## config.mk

```make
export PLATFORM = sky130hd
export DESIGN_NAME = userio_joy_scan
export DESIGN_NICKNAME = d
export VERILOG_FILES = /design/src/rtl/userio_joy_scan.sv
export SDC_FILE = /design/constraint.sdc
export NUM_CORES = 1
export LEC_CHECK = 0
export ABC_CLOCK_PERIOD_IN_PS = 3000
export BUFFER_PORTS_ARGS = -buffer_cell sky130_fd_sc_hd__buf_2
export CAP_MARGIN = 20
export CORE_MARGIN = 3
export CORE_UTILIZATION = 58
export DETAILED_ROUTE_END_ITERATION = 12
export GPL_ROUTABILITY_DRIVEN = 0
export MAX_ROUTING_LAYER = met4
export PLACE_DENSITY_LB_ADDON = 0.25
export REMOVE_ABC_BUFFERS = 1
export SYNTH_ARGS = -nofsm -noshare
export SYNTH_HDL_FRONTEND = slang
export SYNTH_SLANG_ARGS = --single-unit
```

## constraint.sdc

```tcl
create_clock -name clk -period 3 [get_ports clk]
set_clock_uncertainty 0.2 [all_clocks]
set_input_delay 0 -clock clk [delete_from_list [all_inputs] [get_ports clk]]
set_output_delay 0 -clock clk [all_outputs]
set_load 0.005 [all_outputs]
```

## src/rtl/userio_joy_scan.sv

```systemverilog
// userio_joy_scan
// Scan controller for the shared USER joystick port. Time-multiplexes the
// port between a DB15 serial shift-register adapter and a pair of Mega Drive
// 6-button pads on a DB9 splitter. Both 16-bit joystick words update together
// once per scan frame.
//
// Build option: define USERJOY_DB15_EN to compile in the DB15 shift path.
// Without it, mode 2'b01 behaves as off, joy_clk_o/joy_load_o sit at 1 and
// joy_data is ignored.
//
// Ports
//   clk          scan clock (CLK_JOY, 40-50 MHz)
//   reset_n      asynchronous active-low reset
//   mode         [1] DB9MD (wins when both set), [0] DB15, 2'b00 off
//   joy_in       DB9 lines, active-low: pin1,pin2,pin3,pin4,pin6,pin9
//   joy_data     DB15 serial data, active-low
//   joy_clk_o    DB15 shift clock
//   joy_load_o   DB15 parallel load, active-low
//   joy_split_o  DB9 splitter player select (0 = P1)
//   joy_mdsel_o  Mega Drive SELECT line
//   joystick1/2  active-high button words
//   frame_done   one-cycle pulse when joystick1/2 update
//
// State       | meaning
// ------------+----------------------------------------------------
// IDLE        | waiting for frame counter wrap, pins at idle levels
// DB15_LOAD   | load_o low for one tick
// DB15_LO     | shift clock low for one tick
// DB15_HI     | shift clock high for one tick, bit taken on rise
// MD_SPLIT    | splitter switched to current player, settle tick
// MD_PHASE    | one of eight SELECT phases for current player
// UPDATE      | shadow words copied to outputs, frame_done pulse

module userio_joy_scan #(
    parameter int CLK_DIV     = 500,
    parameter int FRAME_TICKS = 1667
) (
    input  logic        clk,
    input  logic        reset_n,
    input  logic [1:0]  mode,
    input  logic [5:0]  joy_in,
    input  logic        joy_data,
    output logic        joy_clk_o,
    output logic        joy_load_o,
    output logic        joy_split_o,
    output logic        joy_mdsel_o,
    output logic [15:0] joystick1,
    output logic [15:0] joystick2,
    output logic        frame_done
);

    localparam int PW = (CLK_DIV > 1) ? $clog2(CLK_DIV) : 1;
    localparam int FW = $clog2(FRAME_TICKS);

`ifdef USERJOY_DB15_EN
    typedef enum logic [2:0] {
        S_IDLE, S_DB15_LOAD, S_DB15_LO, S_DB15_HI, S_MD_SPLIT, S_MD_PHASE, S_UPDATE
    } state_t;
`else
    typedef enum logic [1:0] {
        S_IDLE, S_MD_SPLIT, S_MD_PHASE, S_UPDATE
    } state_t;
`endif

    state_t         state;
    logic [PW-1:0]  pre_cnt;
    logic [FW-1:0]  frm_cnt;
    logic           tick;
    logic           frame_wrap;
    logic [1:0]     mode_r;
    logic           md_mode;
    logic           player;
    logic [2:0]     phase;
    logic           six;
    logic [11:0]    md_word;
    logic [15:0]    sh1;
    logic [15:0]    sh2;

    assign tick       = (pre_cnt == PW'(CLK_DIV - 1));
    assign frame_wrap = tick && (frm_cnt == FW'(FRAME_TICKS - 1));
    assign md_mode    = mode_r[1];

`ifdef USERJOY_DB15_EN
    logic [5:0] bit_cnt;
    logic       db15_mode;
    assign db15_mode = (mode_r == 2'b01);
`else
    logic unused_joy_data;
    assign unused_joy_data = joy_data;
    assign joy_clk_o  = 1'b1;
    assign joy_load_o = 1'b1;
`endif

    always_ff @(posedge clk or negedge reset_n) begin
        if (!reset_n) begin
            pre_cnt <= '0;
            frm_cnt <= '0;
        end else if (tick) begin
            pre_cnt <= '0;
            frm_cnt <= frame_wrap ? '0 : frm_cnt + FW'(1);
        end else begin
            pre_cnt <= pre_cnt + PW'(1);
        end
    end

    always_ff @(posedge clk or negedge reset_n) begin
        if (!reset_n) begin
            state       <= S_IDLE;
            mode_r      <= 2'b00;
            player      <= 1'b0;
            phase       <= 3'd0;
            six         <= 1'b0;
            md_word     <= '0;
            sh1         <= '0;
            sh2         <= '0;
            joy_split_o <= 1'b0;
            joy_mdsel_o <= 1'b1;
            joystick1   <= '0;
            joystick2   <= '0;
            frame_done  <= 1'b0;
`ifdef USERJOY_DB15_EN
            bit_cnt     <= '0;
            joy_clk_o   <= 1'b1;
            joy_load_o  <= 1'b1;
`endif
        end else begin
            mode_r     <= mode;
            frame_done <= 1'b0;
            if (mode != mode_r) begin
                // Any mode change abandons the frame and blanks the words.
                state       <= S_IDLE;
                joy_split_o <= 1'b0;
                joy_mdsel_o <= 1'b1;
                joystick1   <= '0;
                joystick2   <= '0;
`ifdef USERJOY_DB15_EN
                joy_clk_o   <= 1'b1;
                joy_load_o  <= 1'b1;
`endif
            end else begin
                case (state)
                    S_IDLE: begin
                        if (frame_wrap) begin
                            sh1    <= '0;
                            sh2    <= '0;
                            player <= 1'b0;
                            if (md_mode) begin
                                state       <= S_MD_SPLIT;
                                joy_split_o <= 1'b0;
                                joy_mdsel_o <= 1'b1;
                            end
`ifdef USERJOY_DB15_EN
                            else if (db15_mode) begin
                                state      <= S_DB15_LOAD;
                                joy_load_o <= 1'b0;
                                bit_cnt    <= '0;
                            end
`endif
                        end
                    end
`ifdef USERJOY_DB15_EN
                    S_DB15_LOAD: begin
                        if (tick) begin
                            joy_load_o <= 1'b1;
                            joy_clk_o  <= 1'b0;
                            state      <= S_DB15_LO;
                        end
                    end
                    S_DB15_LO: begin
                        if (tick) begin
                            joy_clk_o <= 1'b1;
                            state     <= S_DB15_HI;
                            if (bit_cnt[4])
                                sh2[bit_cnt[3:0]] <= ~joy_data;
                            else
                                sh1[bit_cnt[3:0]] <= ~joy_data;
                            bit_cnt <= bit_cnt + 6'd1;
                        end
                    end
                    S_DB15_HI: begin
                        if (tick) begin
                            if (bit_cnt == 6'd32) begin
                                state <= S_UPDATE;
                            end else begin
                                joy_clk_o <= 1'b0;
                                state     <= S_DB15_LO;
                            end
                        end
                    end
`endif
                    S_MD_SPLIT: begin
                        if (tick) begin
                            state       <= S_MD_PHASE;
                            phase       <= 3'd0;
                            joy_mdsel_o <= 1'b1;
                            md_word     <= '0;
                            six         <= 1'b0;
                        end
                    end
                    S_MD_PHASE: begin
                        if (tick) begin
                            case (phase)
                                3'd0: begin
                                    md_word[3] <= ~joy_in[0];
                                    md_word[2] <= ~joy_in[1];
                                    md_word[1] <= ~joy_in[2];
                                    md_word[0] <= ~joy_in[3];
                                    md_word[5] <= ~joy_in[4];
                                    md_word[6] <= ~joy_in[5];
                                end
                                3'd1: begin
                                    md_word[4]  <= ~joy_in[4];
                                    md_word[10] <= ~joy_in[5];
                                end
                                3'd5: six <= ~joy_in[0] & ~joy_in[1];
                                3'd6: begin
                                    // Three-button pads repeat the D-pad here;
                                    // only trust it when the pad identified itself.
                                    md_word[9]  <= six & ~joy_in[0];
                                    md_word[8]  <= six & ~joy_in[1];
                                    md_word[7]  <= six & ~joy_in[2];
                                    md_word[11] <= six & ~joy_in[3];
                                end
                                default: ;
                            endcase
                            phase       <= phase + 3'd1;
                            // Next phase is even (SELECT high) when this one is odd.
                            joy_mdsel_o <= phase[0];
                            if (phase == 3'd7) begin
                                if (!player) begin
                                    sh1         <= {4'b0000, md_word};
                                    player      <= 1'b1;
                                    joy_split_o <= 1'b1;
                                    state       <= S_MD_SPLIT;
                                end else begin
                                    sh2   <= {4'b0000, md_word};
                                    state <= S_UPDATE;
                                end
                            end
                        end
                    end
                    S_UPDATE: begin
                        joystick1   <= sh1;
                        joystick2   <= sh2;
                        frame_done  <= 1'b1;
                        joy_split_o <= 1'b0;
                        joy_mdsel_o <= 1'b1;
                        state       <= S_IDLE;
                    end
                    default: state <= S_IDLE;
                endcase
            end
        end
    end

endmodule

```

==> results of run 1 <==
sequential cells by signal (all words and copies together), names as in the netlist:
name and flops:
pre_cnt 9, md_word 12, state 2, six 1, phase 3, frame_done 1, player 1, joy_mdsel_o 1
joystick2 12, joystick1 12, mode_r 2, sh2 12, joy_split_o 1, frm_cnt 11, sh1 12
cell type report:
class / count / area, sq um / share of cell area
Timing Repair Buffer: 56 / 397 / 0.0817
Multi-Input combinational cell: 266 / 1810 / 0.372
Tap cell: 96 / 120 / 0.0248
Clock inverter: 7 / 65.1 / 0.0134
Sequential cell: 92 / 2300 / 0.475
Inverter: 10 / 37.5 / 0.00774
Clock buffer: 9 / 124 / 0.0255
Yosys cell counts, types with 2 or more instances:
cell,instances
buf_1,4
or3_1,4
xnor2_1,8
ha_1,12
a22o_1,23
clkbuf_1,8
buf_2,6
o2bb2ai_1,3
nand3_1,12
dfrtp_1,91
o21ai_0,23
and3_1,6
o31ai_1,6
nor2b_1,2
a21oi_1,4
a21o_1,2
nand2b_1,9
nor2_1,36
nor3_1,2
a31oi_1,3
and2_1,3
o211ai_1,3
and4_1,6
mux2i_1,24
nand4_1,8
conb_1,2
nand2_1,32
inv_1,10
nand3b_1,2
xor2_1,3
buf_4,10
metal layers:
layer | routed length (um) | vias to the layer above | track usage
met2 | 4050 | 74 | 0.341
met5 | 0 | - | -
met1 | 3820 | 1499 | 0.318
met3 | 584 | 9 | 0.0402
li1 | - | 1462 | -
met4 | 81 | 0 | 0.0565
worst min path at each step:
stage            start         end  cells past startpoint
6_report       mode[1]   mode_r[1]                      2
5_1_grt        mode[1]   mode_r[1]                      2
4_1_cts        mode[0]   mode_r[0]                      2
3_5_place_dp   reset_n  frm_cnt[5]                      1
3_3_place_gp   mode[1]   mode_r[1]                      1
2_1_floorplan  reset_n  frame_done                      0
kinds of logic after synthesis:
family / Yosys count / synth area share
AOI/OAI and AO/OA: 77 / 0.130
muxes: 25 / 0.0591
buffers and inverters: 38 / 0.0441
adders and majority gates: 12 / 0.0353
and+or+nand+nor: 131 / 0.166
xor gates and xnor gates: 11 / 0.0226
other: 2 / 0.00176
DFF: 92 / 0.541
power breakdown:
group          switching, mW  internal (mW)  total (mW)  leakage (nW)
clock network          0.483          0.325       0.807        0.0999
logic                 0.0610         0.0313      0.0924         0.894
registers            0.00475           1.24        1.25          1.25
total                  0.548           1.60        2.15          2.24
timing repair:
item                       4_1_cts  5_1_grt
hold endpoints to repair       107        0
setup endpoints to repair        0        1
gates resized for setup          0        3
hold buffers                    12        0
==> impl_metrics.env, run 1 <==
export IMPL_cp_end_kind="flop"
export IMPL_path_clk_slew_ps=90
export IMPL_status="completed"
export IMPL_start_util=0.613
export IMPL_irDropWorstVdd_mv=0.242
export IMPL_synth_top_area_share=0.535
export IMPL_fmax_ghz=0.356
export IMPL_crit_buf_inv=1
export IMPL_cts_tree="yes"
export IMPL_drt_pass1_iter_count=4
export IMPL_drv_slew=0
export IMPL_yosys_area_top_type="dfrtp_1"
export IMPL_fin_nets=458
export IMPL_drive_gt1_frac=0.161
export IMPL_place_area_sq_um=4520
export IMPL_r2r_start="pre_cnt[0]"
export IMPL_worst_path_max_delay_cell="dlygate4sd3_1"
export IMPL_crit_chain="ha_1, and4bb_2, nand2_2, nor3_4, nand2_1, o41ai_1, dlygate4sd3_1"
export IMPL_numCtsBuffers=9
export IMPL_fp_row_count=30
export IMPL_clkLatencyLatePin_ps=360
export IMPL_syn_area_per_cell_sq_um=11.0
export IMPL_synthFlopType="dfrtp_1"
export IMPL_io_pin_count=48
export IMPL_area_growth_pct=14.0
export IMPL_synthTopCellsByArea="dfrtp_1, mux2i_1, a22o_1"
export IMPL_critPathLaunch="pre_cnt[0]"
export IMPL_synth_seq_area_share=0.541
export IMPL_dp_cells=508
export IMPL_rsz0062_at_grt="false"
export IMPL_routedWlPerCell_um=15.9
export IMPL_clock_sinks=92
export IMPL_reg2reg_to="six"
export IMPL_report_final_hold_viol_count=0
export IMPL_core_area_sq_um=6940
export IMPL_post_dp_hpwl_um=5760
export IMPL_worst_slack_ps=188
export IMPL_power_density_nw_per_um2=443
export IMPL_layout_worst_path_cycle_share=0.937
export IMPL_grt_max_degree=56
export IMPL_required_ps=3100
export IMPL_crit_family="simple AND/OR/NAND/NOR gates"
export IMPL_r2r_cells=7
export IMPL_max_cap_violations=0
export IMPL_clock_root_buffer="clkbuf_8"
export IMPL_grt_pass1_vias=3033
export IMPL_grt_first_pass_wirelength_um=14800
export IMPL_die_h_um=91.7
export IMPL_crit_end="six"
export IMPL_fin_cells=536
export IMPL_r2r_slack_ps=190
export IMPL_p_leak_nw=2.24
export IMPL_crit_arrival_ps=2910
export IMPL_insertedDiodeCount=0
export IMPL_grt_usage=0.225
export IMPL_drc=0
export IMPL_path_depth=7
export IMPL_final_area_sq_um=4850
export IMPL_postSynthCellCount=388
export IMPL_fillerInstances=539
export IMPL_fin_setup_tns_ps=0
export IMPL_criticalPathCategory="reg2reg"
export IMPL_layout_commonest_cell="dfrtp_1"
export IMPL_final_core_util=0.699
export IMPL_vias_per_cell=5.68
export IMPL_portBuffers=36
export IMPL_clk_path_buf_depth=2
export IMPL_worst_pin_slew_ps=894
export IMPL_hold_worst_slack_ps=126
export IMPL_setup_viol=0
export IMPL_grt_overflow_total=0
export IMPL_syn_cell_area_sq_um=4260
export IMPL_synth_edff_count=0
export IMPL_slowest_delay_ps=620
export IMPL_ys_seq_elements=92
export IMPL_drt_total_wl_um=8540
export IMPL_dp_slack_ps=371
export IMPL_drt_iter0_markers=178
export IMPL_htreeDepth=3
export IMPL_antenna_found_initial=0
export IMPL_vias=3044
export IMPL_ant_nets=0
export IMPL_crit_fanout=12
export IMPL_async_flop_share=1.00
export IMPL_die_area_sq_um=8410
export IMPL_yosysWarnings=0
export IMPL_die_x_um=91.7
export IMPL_postCtsSetupBuffers=0
export IMPL_crit_path_start_kind="flop"
export IMPL_ys_types=52
export IMPL_holdCritPathClass="in2reg"
export IMPL_relSlewSlack=0.402
export IMPL_layout_common_cells="dfrtp_1, nor2_1, buf_2"
export IMPL_fin_crit_ps=2810
export IMPL_finalPower_mw=2.15
(Power assumes the default switching activity.)
==> run 2: changes to the inputs <==
--- a/config.mk
+++ b/config.mk
@@ -5,6 +5,7 @@
 export SDC_FILE = /design/constraint.sdc
 export NUM_CORES = 1
 export LEC_CHECK = 0
+export ABC_AREA = 1
 export ABC_CLOCK_PERIOD_IN_PS = 3000
 export BUFFER_PORTS_ARGS = -buffer_cell sky130_fd_sc_hd__buf_2
 export CAP_MARGIN = 20
==> run 2 against run 1 <==
  * First-iteration DRC count up 27%
  * Critical path depth up 2
  * Clock power up 7.4%
  * Final area down 0.67%
  * Synthesized cell count up 31%
  * Die area up 1.5%
  * Power up 5.2%
  * Global-route usage up 0.38 points
  * Utilization down 1.2 points
  * Clock-buffer cell count unchanged
  * Final cell count up 22%
  * Hold slack worse by 53 ps
  * Largest cell class unchanged
==> impl_metrics.env, run 2 <==
export IMPL_criticalPathCategory="reg2reg"
export IMPL_vias=3447
export IMPL_seq_area_sq_um=2300
export IMPL_max_cap_violations=0
export IMPL_numCtsBuffers=9
export IMPL_grt_overflow_total=0
export IMPL_die_area_sq_um=8530
export IMPL_holdCritPathClass="in2async"
export IMPL_synthMuxAreaShare=0
export IMPL_final_core_util=0.687
export IMPL_ys_seq_elements=92
export IMPL_slowest_delay_ps=470
export IMPL_grt_pass1_vias=3345
export IMPL_post_dp_hpwl_um=5680
export IMPL_synthFlopType="dfrtp_1"
export IMPL_grt_max_degree=68
export IMPL_setup_viol=0
export IMPL_core_area_sq_um=7020
export IMPL_synth_seq_area_share=0.532
export IMPL_vias_per_cell=5.27
export IMPL_final_area_sq_um=4820
export IMPL_place_area_sq_um=4520
export IMPL_status="completed"
export IMPL_multi_input_area_sq_um=1710
export IMPL_routedWlPerCell_um=13.2
export IMPL_crit_chain="inv_1, ha_1, buf_4, nand2_1, inv_1, nor3_1, nand3_2, nand2_1, o21ai_1"
export IMPL_synth_commonest_cells="nand2_1, dfrtp_1, nand3_1"
export IMPL_crit_fanout=24
export IMPL_p_sw_uw=571
export IMPL_worst_pin_slew_ps=837
export IMPL_drv_slew=0
export IMPL_p_sw_frac=0.253
export IMPL_fin_crit_ps=2530
export IMPL_ant_nets=0
export IMPL_drt_pass1_iter_count=5
export IMPL_power_frac_clock=0.384
export IMPL_crit_buf_inv=3
export IMPL_synth_simple_area_share=0.270
export IMPL_r2r_cells=9
export IMPL_worst_slack_ps=469
export IMPL_crit_family="simple AND/OR/NAND/NOR gates"
export IMPL_rsz0062_at_grt="false"
export IMPL_synthTopCellsByArea="dfrtp_1, nand2_1, nand3_1"
export IMPL_fin_setup_tns_ps=0
export IMPL_clock_root_buffer="clkbuf_8"
export IMPL_yosys_area_top_type="dfrtp_1"
export IMPL_layout_worst_path_cycle_share=0.844
export IMPL_irDropWorstVdd_mv=0.289
export IMPL_crit_arrival_ps=2560
export IMPL_report_final_hold_viol_count=0
export IMPL_synth_top_family_by_area="simple AND/OR/NAND/NOR gates"
export IMPL_synth_compound_area_share=0.0734
export IMPL_fp_row_count=30
export IMPL_dp_slack_ps=545
export IMPL_cts_tree="yes"
export IMPL_synth_edff_count=0
export IMPL_grt_usage=0.229
export IMPL_ys_types=29
export IMPL_fin_nets=576
export IMPL_fillerInstances=571
export IMPL_crit_path_start_kind="flop"
export IMPL_path_clk_slew_ps=90
export IMPL_relSlewSlack=0.442
export IMPL_htreeDepth=3
export IMPL_finalPower_mw=2.26
export IMPL_p_leak_nw=2.46
export IMPL_worst_path_max_delay_cell="nand3_2"
export IMPL_synth_fa_ha_area_frac=0.0347
export IMPL_fmax_ghz=0.395
export IMPL_grt_first_pass_wirelength_um=15300
export IMPL_synth_top_area_share=0.526
export IMPL_die_x_um=92.4
export IMPL_clk_path_buf_depth=2
export IMPL_die_h_um=92.4
export IMPL_postSynthCellCount=509
export IMPL_drc=0
export IMPL_layout_commonest_cell="nand2_1"
export IMPL_antenna_found_initial=0
export IMPL_layout_common_cells="nand2_1, dfrtp_1, nand3_1"
export IMPL_area_growth_pct=11.4
export IMPL_drt_total_wl_um=8620
export IMPL_p_comb_frac=0.061
export IMPL_intPower_mw=1.69
export IMPL_clock_sinks=92
export IMPL_syn_cell_area_sq_um=4330
export IMPL_async_flop_share=1.00
export IMPL_synth_most_common_cell="nand2_1"
export IMPL_insertedDiodeCount=0
export IMPL_portBuffers=36
export IMPL_drive_gt1_frac=0.143
export IMPL_required_ps=3030
export IMPL_cp_end_kind="flop"
export IMPL_io_pin_count=48
export IMPL_path_depth=9
export IMPL_start_util=0.617
export IMPL_yosysWarnings=0
export IMPL_syn_area_per_cell_sq_um=8.50
export IMPL_synthXorXnorAreaFrac=0.00809
export IMPL_power_density_nw_per_um2=469
export IMPL_drt_iter0_markers=226
export IMPL_clkLatencyLatePin_ps=360
export IMPL_pwr_share_seq=0.555
==> run 2: metrics by stage <==
step | cells | hold slack (ps)
finish | 654 | 72.8
global route | 654 | 123
CTS | 654 | 97.9
detailed placement | 629 | -59.6
global placement | 629 | -61.7
floorplan | 489 | -496
==> run 2: repair_timing <==
item	CTS	global route
hold buffers	9	0
setup buffers	0	0
resized for setup	0	0
hold endpoints to repair	79	0
==> run 2: path summary, 6_finish.rpt <==
path,to,slack (ps),start
worst min-delay path,pre_cnt[6],70,reset_n
min in group clk,mode_r[0],110,mode[0]
worst min register to register,pre_cnt[0],270,pre_cnt[0]
worst max-delay path,sh1[0],470,state[0]
max in group asynchronous,state[0],1790,reset_n
worst max register to register,sh1[0],470,state[0]
==> run 2: area by class of cell <==
cell class	count	area share
clock buffers	9	0.0257
well taps	96	0.0249
multi-input cells	358	0.355
flip-flops and latches	92	0.478
clock inverters	7	0.0171
repair buffers	53	0.0691
inverters	39	0.0304
==> run 2: worst register-to-register path: stages (launching register included) <==
cell and delay (ps):
dfrtp_1 430, inv_1 90, ha_1 290, buf_4 240, nand2_1 70, inv_1 50, nor3_1 240, nand3_2 470
nand2_1 220, o21ai_1 100
==> run 2: cells by family after synthesis <==
logic type / after synthesis
fa+ha+maj: 12
simple gates: 271
xor+xnor: 4
other cells: 2
compound gates: 61
flops: 92
buf+inv: 67
==> run 2: per-layer routing <==
layer / global-route usage / up-vias / share of wire
li1: - / 1701 / -
met1: 0.306 / 1625 / 0.46
met2: 0.364 / 105 / 0.48
met3: 0.0301 / 16 / 0.046
met4: 0.0792 / 0 / 0.019
met5: - / - / 0
==> run 2: power by group through the flow <==
stage	combinational (mW)	clock (mW)	sequential (mW)
after detailed placement	0.129	0	1.28
after global placement	0.126	0	1.28
after CTS	0.139	0.887	1.25
after floorplan	0.0691	0	1.28
after global routing	0.159	0.939	1.26
final	0.138	0.867	1.25
